### config.mk
export PLATFORM = sky130hd
export DESIGN_NAME = if_id_pipe
export DESIGN_NICKNAME = d
export VERILOG_FILES = /design/src/rtl/if_id_pipe.sv
export SDC_FILE = /design/constraint.sdc
export NUM_CORES = 1
export LEC_CHECK = 0
export ABC_AREA = 1
export BUFFER_PORTS_ARGS = -buffer_cell sky130_fd_sc_hd__buf_2
export CAP_MARGIN = 20
export CORE_MARGIN = 2
export CORE_UTILIZATION = 61
export CTS_BUF_LIST = sky130_fd_sc_hd__clkbuf_8
export CTS_CLUSTER_SIZE = 24
export DETAILED_ROUTE_END_ITERATION = 10
export GPL_TIMING_DRIVEN = 0
export PLACE_DENSITY = 0.85
export SETUP_SLACK_MARGIN = 0.1
export SYNTH_ARGS = -nofsm -noshare
export SYNTH_HDL_FRONTEND = slang
export SYNTH_SLANG_ARGS = --single-unit
### constraint.sdc
create_clock -name clk -period 5 [get_ports clk]
set_input_delay 0.5 -clock clk [delete_from_list [all_inputs] [get_ports clk]]
set_output_delay 0.5 -clock clk [all_outputs]
set_load 0.02 [all_outputs]
### src/rtl/if_id_pipe.sv
// rtl/if_id_pipe.sv - IF/ID boundary register with 2-entry skid buffer and flush
module if_id_pipe #(
    parameter int          XLEN      = 64,
    parameter logic [31:0] NOP_INSTR = 32'h0000_0013
) (
    input  logic            clk,
    input  logic            rst_n,
    input  logic            if_valid_i,
    output logic            if_ready_o,
    input  logic [XLEN-1:0] if_pc_i,
    input  logic [31:0]     if_instr_i,
    output logic            id_valid_o,
    input  logic            id_ready_i,
    output logic [XLEN-1:0] id_pc_o,
    output logic [31:0]     id_instr_o,
    input  logic            flush_i,
    output logic [1:0]      occ_o
);

    typedef enum logic [1:0] {
        EMPTY = 2'd0,
        ONE   = 2'd1,
        TWO   = 2'd2
    } state_t;

    state_t          state, state_nxt;
    logic [XLEN-1:0] m_pc, s_pc;
    logic [31:0]     m_instr, s_instr;
    logic            acc, iss;
    logic            load_m_in, load_m_skid, load_s;

    // Handshake flags depend on the state register only, so fetch never sees id_ready_i.
    assign if_ready_o = (state != TWO);
    assign id_valid_o = (state != EMPTY);
    assign occ_o      = state;
    assign id_pc_o    = m_pc;
    assign id_instr_o = m_instr;

    assign acc = if_valid_i & if_ready_o;
    assign iss = id_valid_o & id_ready_i;

    always_ff @(posedge clk or negedge rst_n) begin
        if (!rst_n) begin
            state <= EMPTY;
        end else begin
            state <= state_nxt;
        end
    end

    always_comb begin
        state_nxt   = state;
        load_m_in   = 1'b0;
        load_m_skid = 1'b0;
        load_s      = 1'b0;
        case (state)
            EMPTY: begin
                if (acc) begin
                    state_nxt = ONE;
                    load_m_in = 1'b1;
                end
            end
            ONE: begin
                if (acc && !iss) begin
                    state_nxt = TWO;
                    load_s    = 1'b1;
                end else if (!acc && iss) begin
                    state_nxt = EMPTY;
                end else if (acc && iss) begin
                    load_m_in = 1'b1;
                end
            end
            TWO: begin
                if (iss) begin
                    state_nxt   = ONE;
                    load_m_skid = 1'b1;
                end
            end
            default: state_nxt = EMPTY;
        endcase
        // Redirect wins: pairs accepted this cycle are dropped and payload is left as-is.
        if (flush_i) begin
            state_nxt   = EMPTY;
            load_m_in   = 1'b0;
            load_m_skid = 1'b0;
            load_s      = 1'b0;
        end
    end

    always_ff @(posedge clk or negedge rst_n) begin
        if (!rst_n) begin
            m_pc    <= '0;
            m_instr <= NOP_INSTR;
            s_pc    <= '0;
            s_instr <= '0;
        end else begin
            if (load_m_in) begin
                m_pc    <= if_pc_i;
                m_instr <= if_instr_i;
            end else if (load_m_skid) begin
                m_pc    <= s_pc;
                m_instr <= s_instr;
            end
            if (load_s) begin
                s_pc    <= if_pc_i;
                s_instr <= if_instr_i;
            end
        end
    end

endmodule

==> summary.txt, run 1 <==
Power
  • Clk pwr share: 0.171
  • Static Leak: 6.13 nW
  • Internal Pwr Total: ~3.7 mW
  • Flop pwr share: 0.452
  • Worst vdd ir: 0.000308 V
  • Switching Share: 0.397
  • Power per cell area: around 550 nW/um2
  • Comb pwr share: 0.377
  • Switching Power: between 2 and 2.5 mW

Floorplanning
  • # rows: 45
  • Die X-Extent: approximately 130 um
  • I/O pins: between 200 and 250
  • Core ar.: between 15,000 and 20,000 um2
  • Initial Util: 0.620
  • Die ar.: approximately 16,000 um2
  • DIE HEIGHT: 128 um

Route
  • Total Routed Length: 24.6 mm
  • WL/cell: ~15 um
  • Post-DRT Antenna Nets: 0
  • Via count: around 9,000
  • DRC: 0
  • DR pass1 iterations: 6
  • Violation count after the first detailed-route iteration: 867
  • Routed vias/inst: approximately 5.6

Critical path
  • Worst Setup Start Kind: flop
  • Critical path type: flop to flop
  • Crit-path max cell delay: ~0.46 ns
  • Crit-path cells: inv_2 -> a21boi_0 -> ha_1 -> nand3_1 -> nand2_2 -> buf_2 -> buf_2 -> nand3_1 -> nand2_1 -> nand2_1
  • Worst setup EP type: flop
  • Worst EP arrival: between 2 and 3 ns
  • Reg2Reg Launch Point: occ_o[0]
  • Worst reg2reg path depth: 10
  • Worst Path Buf+Inv: 3
  • Critical path fanouts, max: 10
  • Req. time, crit path: ~5.4 ns
  • Crit path max-delay family: buffers and inverters
  • R2R setup slack: around 2.7 ns
  • Worst r2r dst: id_instr_o[30]
  • Crit-path slowest cell: dfrtp_1

Timing
  • Measured slew at the worst slew-check pin: between 0.6 and 0.7 ns
  • Part of the cycle the worst path needs: 0.458
  • Fmax: 437 MHz
  • Clock skew: about 0.016 ns
  • Max-slew violations: 0
  • Worst slew margin: 0.567
  • Hold WS: -0.0211 ns
  • Final Hold Fails: 7
  • Final worst path period need: roughly 2.3 ns
  • RSZ-0062 raised after global routing: false
  • Final setup vio count: 0
  • Total Neg Setup Slack: 0 ns
  • Setup WS post-layout: approximately 2.7 ns

Synthesis
  • Compound-Gate Fraction of Synth Area: 0.0525
  • Synth Cell Area: approximately 9400 um2
  • Xor and xnor area share after synthesis: 0
  • Share of the synthesized area in the top cell type: 0.509
  • Commonest cells in the netlist: 390 x nand3_1, 293 x nand2_1, 191 x dfrtp_1
  • Cells after Synth: 1,192
  • Top_reg_cell synth: dfrtp_1
  • Synth Net Count: around 1,300
  • Top area cells in the synthesized netlist: dfrtp_1 51%, nand3_1 21%, nand2_1 12%
  • Cell with the most instances after synthesis: nand3_1
  • Number of distinct library cells after synthesis: 19
  • Largest family of logic cells by synthesized area: simple AND/OR/NAND/NOR gates
  • Synth warn: 0
  • Async SR Flop Fraction: 1.00
  • Synth Area in Adders: 0.00267
  • Sequential-to-total area share from yosys stat: 0.518
  • Syn Area/Cell: between 7 and 8 um2
  • EDFF count, synth: 0
  • Multiplexer share of the synthesized area: 0
  • Simple-gate share of the synthesized area: 0.333
  • Synthesized flop and latch total: ~190
  • Top cell type by total area after synthesis: dfrtp_1

Clocking
  • Resized cells post-CTS: 0
  • Post-cts hold buffer count: 0
  • # Post-CTS Setup Buffers: 0
  • Insertion delay of the later-clocked pin in the worst-skew pair: about 0.48 ns
  • Clk sinks: slightly below 200
  • Total CTS buffers: 17
  • Clk pin slew, worst setup/hold paths: around 0.10 ns
  • H-tree depth: 4
  • CTS tree: yes
  • Clock root buffer: clkbuf_8
  • Clock Path Buffers: 2

Placed design
  • Worst slack at placement: roughly 2.7 ns
  • Port-buffer cells: 200
  • Placed inst area: around 11,000 um2
  • Routability cong.: about 0.87
  • Dpl hpwl: between 15 and 20 mm

Job
  • Max cap viols: 0

GRT
  • Pin count of the biggest net entering global routing: ~110
  • First-pass GRT wire length: between 40 and 50 mm
  • Global Route Usage Sum: 0.307
  • GRT overflow: 0
  • Vias in the first global route: ~8,300
  • Initial antenna violation count: 2

Final layout
  • Final net count: 1,515
  • Share of layout cells above drive strength 1: 0.217
  • Area grow syn2layout: 17.9%
  • Final instance area: 11,100 um2
  • Fin util: 0.731

Hold path
  • HP Class: input port to asynchronous set/reset pin

Run status
  • Status: finished, violations left
  • Violated checks: negative hold slack
==> worst max path at each step <==
stage | from | endpoint | slack (ns) | cells after the start
after floorplan | occ_o[0] | id_instr_o[25] | 3.02 | 10
after global routing | occ_o[0] | id_pc_o[31] | 2.42 | 10
after global placement | rst_n | id_instr_o[8] | 0.30 | 1
after detailed placement | if_valid_i | id_pc_o[1] | 2.65 | 10
after CTS | occ_o[0] | id_pc_o[1] | 2.73 | 10
final | occ_o[0] | id_instr_o[30] | 2.71 | 10
==> power by group through the flow <==
stage          clock network, mW  registers [mW]  logic, mW
6_report                    1.05            2.76       2.30
3_5_place_dp                   0            2.77       2.29
5_1_grt                     1.12            2.83       2.54
2_1_floorplan                  0            3.21       1.03
3_3_place_gp                   0            2.74       2.23
4_1_cts                     1.05            2.75       2.30
==> per-layer routing <==
metal  share of wire  global-route usage
met1            0.43               0.426
met2            0.47               0.487
met5               0                   0
met4           0.030               0.112
met3           0.075              0.0609
==> area by class of cell <==
cell class,count,area [um2]
multi-input combinational,793,3640
clock buffer,20,275
inverter,103,387
antenna,1,2.50
timing repair buffer,201,1040
tap,188,235
fill,1193,4080
sequential,194,4860
buffer,102,499
clock inverter,12,126
==> cells in the final DEF (no fill, tap or decap) <==
cell type / instances
inv_1: 107
nor2_1: 2
nand3b_1: 1
bufinv_16: 3
buf_4: 11
a21boi_0: 1
dfrtp_1: 191
inv_2: 3
nand4_1: 1
ha_1: 2
nand3_1: 390
o21ai_1: 96
buf_16: 1
nand3_2: 1
dfstp_2: 3
nand2_2: 3
clkbuf_8: 20
buf_8: 1
clkinv_2: 2
nor2_4: 2
clkbuf_1: 31
diode_2: 1
buf_2: 259
nand2_1: 293
o21ai_0: 1
==> sequential cells by signal, summed over array words and instances, names as in the netlist <==
register and count:
id_pc_o 64, s_pc 64, id_instr_o 32, s_instr 32
occ_o 2
==> worst reg2reg max path, cell delays in order (launching register included) <==
cell      delay (ns)
dfrtp_1         0.46
inv_2           0.11
a21boi_0        0.28
ha_1            0.26
nand3_1         0.10
nand2_2         0.19
buf_2           0.27
buf_2           0.27
nand3_1         0.12
nand2_1         0.10
nand2_1         0.04
==> logic make-up after synthesis <==
group           Yosys count
simple gates            693
buf+inv                 205
flops                   194
compound gates           98
fa+ha+maj                 2
==> metrics by stage <==
stage | instances | power [mW]
final | 1614 | 6.10
after global routing | 1613 | 6.50
after CTS | 1613 | 6.10
after detailed placement | 1581 | 5.06
after global placement | 1580 | 4.97
after floorplan | 1192 | 4.24
Power figures use the tool's default switching activity.
==> run 2: changes to the inputs <==
--- a/config.mk
+++ b/config.mk
@@ -9,12 +9,12 @@
 export BUFFER_PORTS_ARGS = -buffer_cell sky130_fd_sc_hd__buf_2
 export CAP_MARGIN = 20
 export CORE_MARGIN = 2
-export CORE_UTILIZATION = 61
+export CORE_UTILIZATION = 51
 export CTS_BUF_LIST = sky130_fd_sc_hd__clkbuf_8
 export CTS_CLUSTER_SIZE = 24
 export DETAILED_ROUTE_END_ITERATION = 10
 export GPL_TIMING_DRIVEN = 0
-export PLACE_DENSITY = 0.85
+export PLACE_DENSITY = 0.75
 export SETUP_SLACK_MARGIN = 0.1
 export SYNTH_ARGS = -nofsm -noshare
 export SYNTH_HDL_FRONTEND = slang
==> constraint.sdc (replaced) <==
create_clock -name clk -period 1.85 [get_ports clk]
set_input_delay 0.185 -clock clk [delete_from_list [all_inputs] [get_ports clk]]
set_output_delay 0.185 -clock clk [all_outputs]
set_load 0.02 [all_outputs]
==> summary.txt, run 2 (same netlist as run 1, synthesis figures left out) <==
Critical path
  • Worst Setup Start Kind: flop
  • Worst setup EP type: flop
  • Critical path type: flop to flop
  • Worst EP arrival: roughly 2.1 ns
  • Req. time, crit path: roughly 2.2 ns
  • Crit-path max cell delay: approximately 0.47 ns
  • Crit-path slowest cell: dfrtp_2
  • Critical path fanouts, max: 7
  • Crit-path cells: buf_4 -> inv_2 -> nand3_1 -> nand2_8 -> nand2_8 -> buf_12 -> clkbuf_16 -> nand3_1 -> nand2_1

Timing
  • Fmax: between 500 and 600 MHz
  • Part of the cycle the worst path needs: 0.954
  • Worst slew margin: 0.585
  • Clock skew: approximately 0.016 ns
  • Max-slew violations: 0
  • Final worst path period need: approximately 1.8 ns
  • Final Hold Fails: 0
  • RSZ-0062 raised after global routing: true
  • Total Neg Setup Slack: 0 ns
  • Final setup vio count: 0
  • Measured slew at the worst slew-check pin: between 0.6 and 0.7 ns

Power
  • Static Leak: just over 7 nW
  • Worst vdd ir: between 0.0008 and 0.0009 V
  • Power per cell area: 1350 nW/um2

Clocking
  • Clk pin slew, worst setup/hold paths: 0.09 ns
  • Insertion delay of the later-clocked pin in the worst-skew pair: about 0.47 ns
  • Clock Path Buffers: 2
  • CTS tree: yes
  • Clock root buffer: clkbuf_8
  • Clk sinks: 194
  • H-tree depth: 4
  • Total CTS buffers: 17

Final layout
  • Most common cell after layout, fill and taps aside: nand3_1
  • Final instance area: around 13,000 um2
  • Final net count: between 1,500 and 2,000
  • Share of layout cells above drive strength 1: 0.280
  • Commonest non-fill, non-tap cells in the layout: 340 x nand3_1, 287 x nand2_1, 221 x buf_2
  • Area grow syn2layout: 42.9%

Route
  • DRC: 0
  • Total Routed Length: roughly 29 mm
  • Routed vias/inst: roughly 5.4
  • DR pass1 iterations: 5
  • Via count: around 9,700
  • Post-DRT Antenna Nets: 0
  • WL/cell: roughly 17 um
  • Violation count after the first detailed-route iteration: about 790

GRT
  • First-pass GRT wire length: around 45 mm
  • Global Route Usage Sum: 0.282
  • Pin count of the biggest net entering global routing: 117
  • Initial antenna violation count: 2
  • Vias in the first global route: 9,226
  • GRT overflow: 0

Floorplanning
  • Die ar.: slightly below 20,000 um2
  • # rows: 49
  • Die X-Extent: approximately 140 um
  • Initial Util: 0.521
  • I/O pins: 201
  • Core ar.: 18,000 um2
  • DIE HEIGHT: approximately 140 um

Hold path
  • HP Class: input port to flop

Job
  • Max cap viols: 0

Run status
  • Status: finished clean

Placed design
  • Port-buffer cells: 200
  • Routability cong.: ~0.85
  • Placed inst area: about 11,000 um2
  • Dpl hpwl: between 15 and 20 mm
## run 2: layout make-up
| cell class | count | area [um2] |
|---|---|---|
| Clock buffer | 17 | 234 |
| Inverter | 103 | 392 |
| Tap cell | 229 | 287 |
| Antenna cell | 1 | 2.50 |
| Sequential cell | 194 | 4860 |
| Timing Repair Buffer | 328 | 2610 |
| Clock inverter | 14 | 188 |
| Buffer | 100 | 832 |
| Multi-Input combinational cell | 793 | 4010 |
| Fill cell | 1364 | 4610 |
## run 2: critical path, delay by kind of cell (launching register included)
kind	cells	cell delay, ns
buf+inv	4	0.59
simple gates	5	0.59
flops	1	0.47
## run 2: repair_timing
action | in CTS | in global routing
endpoints found under the hold margin | 159 | 1
pin swaps | 6 | 78
endpoints found under the setup margin | 192 | 191
gates resized for setup | 66 | 148
buffers inserted | 17 | 6
hold buffers | 85 | 1
cloned | 1 | 17
## run 2: worst paths after layout
| kind | start | endpoint | slack [ns] | cells after the start |
|---|---|---|---|---|
| max | occ_o[1] | id_pc_o[26] | 0.08 | 9 |
| min | if_pc_i[27] | s_pc[27] | 0.02 | 3 |
| max reg2reg | occ_o[1] | id_pc_o[26] | 0.08 | 9 |
| min reg2reg | id_instr_o[1] | id_instr_o[1] | 0.49 | 2 |
| max in group asynchronous | rst_n | s_instr[4] | 0.57 | 3 |
| min in group asynchronous | rst_n | id_pc_o[19] | 0.28 | 2 |
## run 2: power breakdown
group | internal, mW | leakage [nW] | switching [mW]
Clock | 1.47 | 0.221 | 1.54
Sequential | 6.32 | 2.33 | 1.20
Combinational | 3.17 | 4.61 | 4.42
## run 2: metal layers
metal / up-vias / track usage / routed length, um
li1: 4608 / - / -
met1: 4616 / 0.384 / 12300
met2: 394 / 0.461 / 14400
met3: 62 / 0.0516 / 1880
met4: 2 / 0.0926 / 764
met5: - / 0 / 13
## run 2: stage by stage
step	setup slack (ns)	hold slack (ns)	total power, mW	cells	utilization
final	0.0846	0.0183	18.1	1779	0.744
after CTS	0.0966	0.000472	17.2	1754	0.688
after detailed placement	-0.328	0.204	13.7	1622	0.595
after floorplan	0.104	-0.111	11.5	1192	-
after global placement	-2.99	0.451	13.5	1621	0.593
after global routing	0.00956	0.00302	19.2	1778	0.744
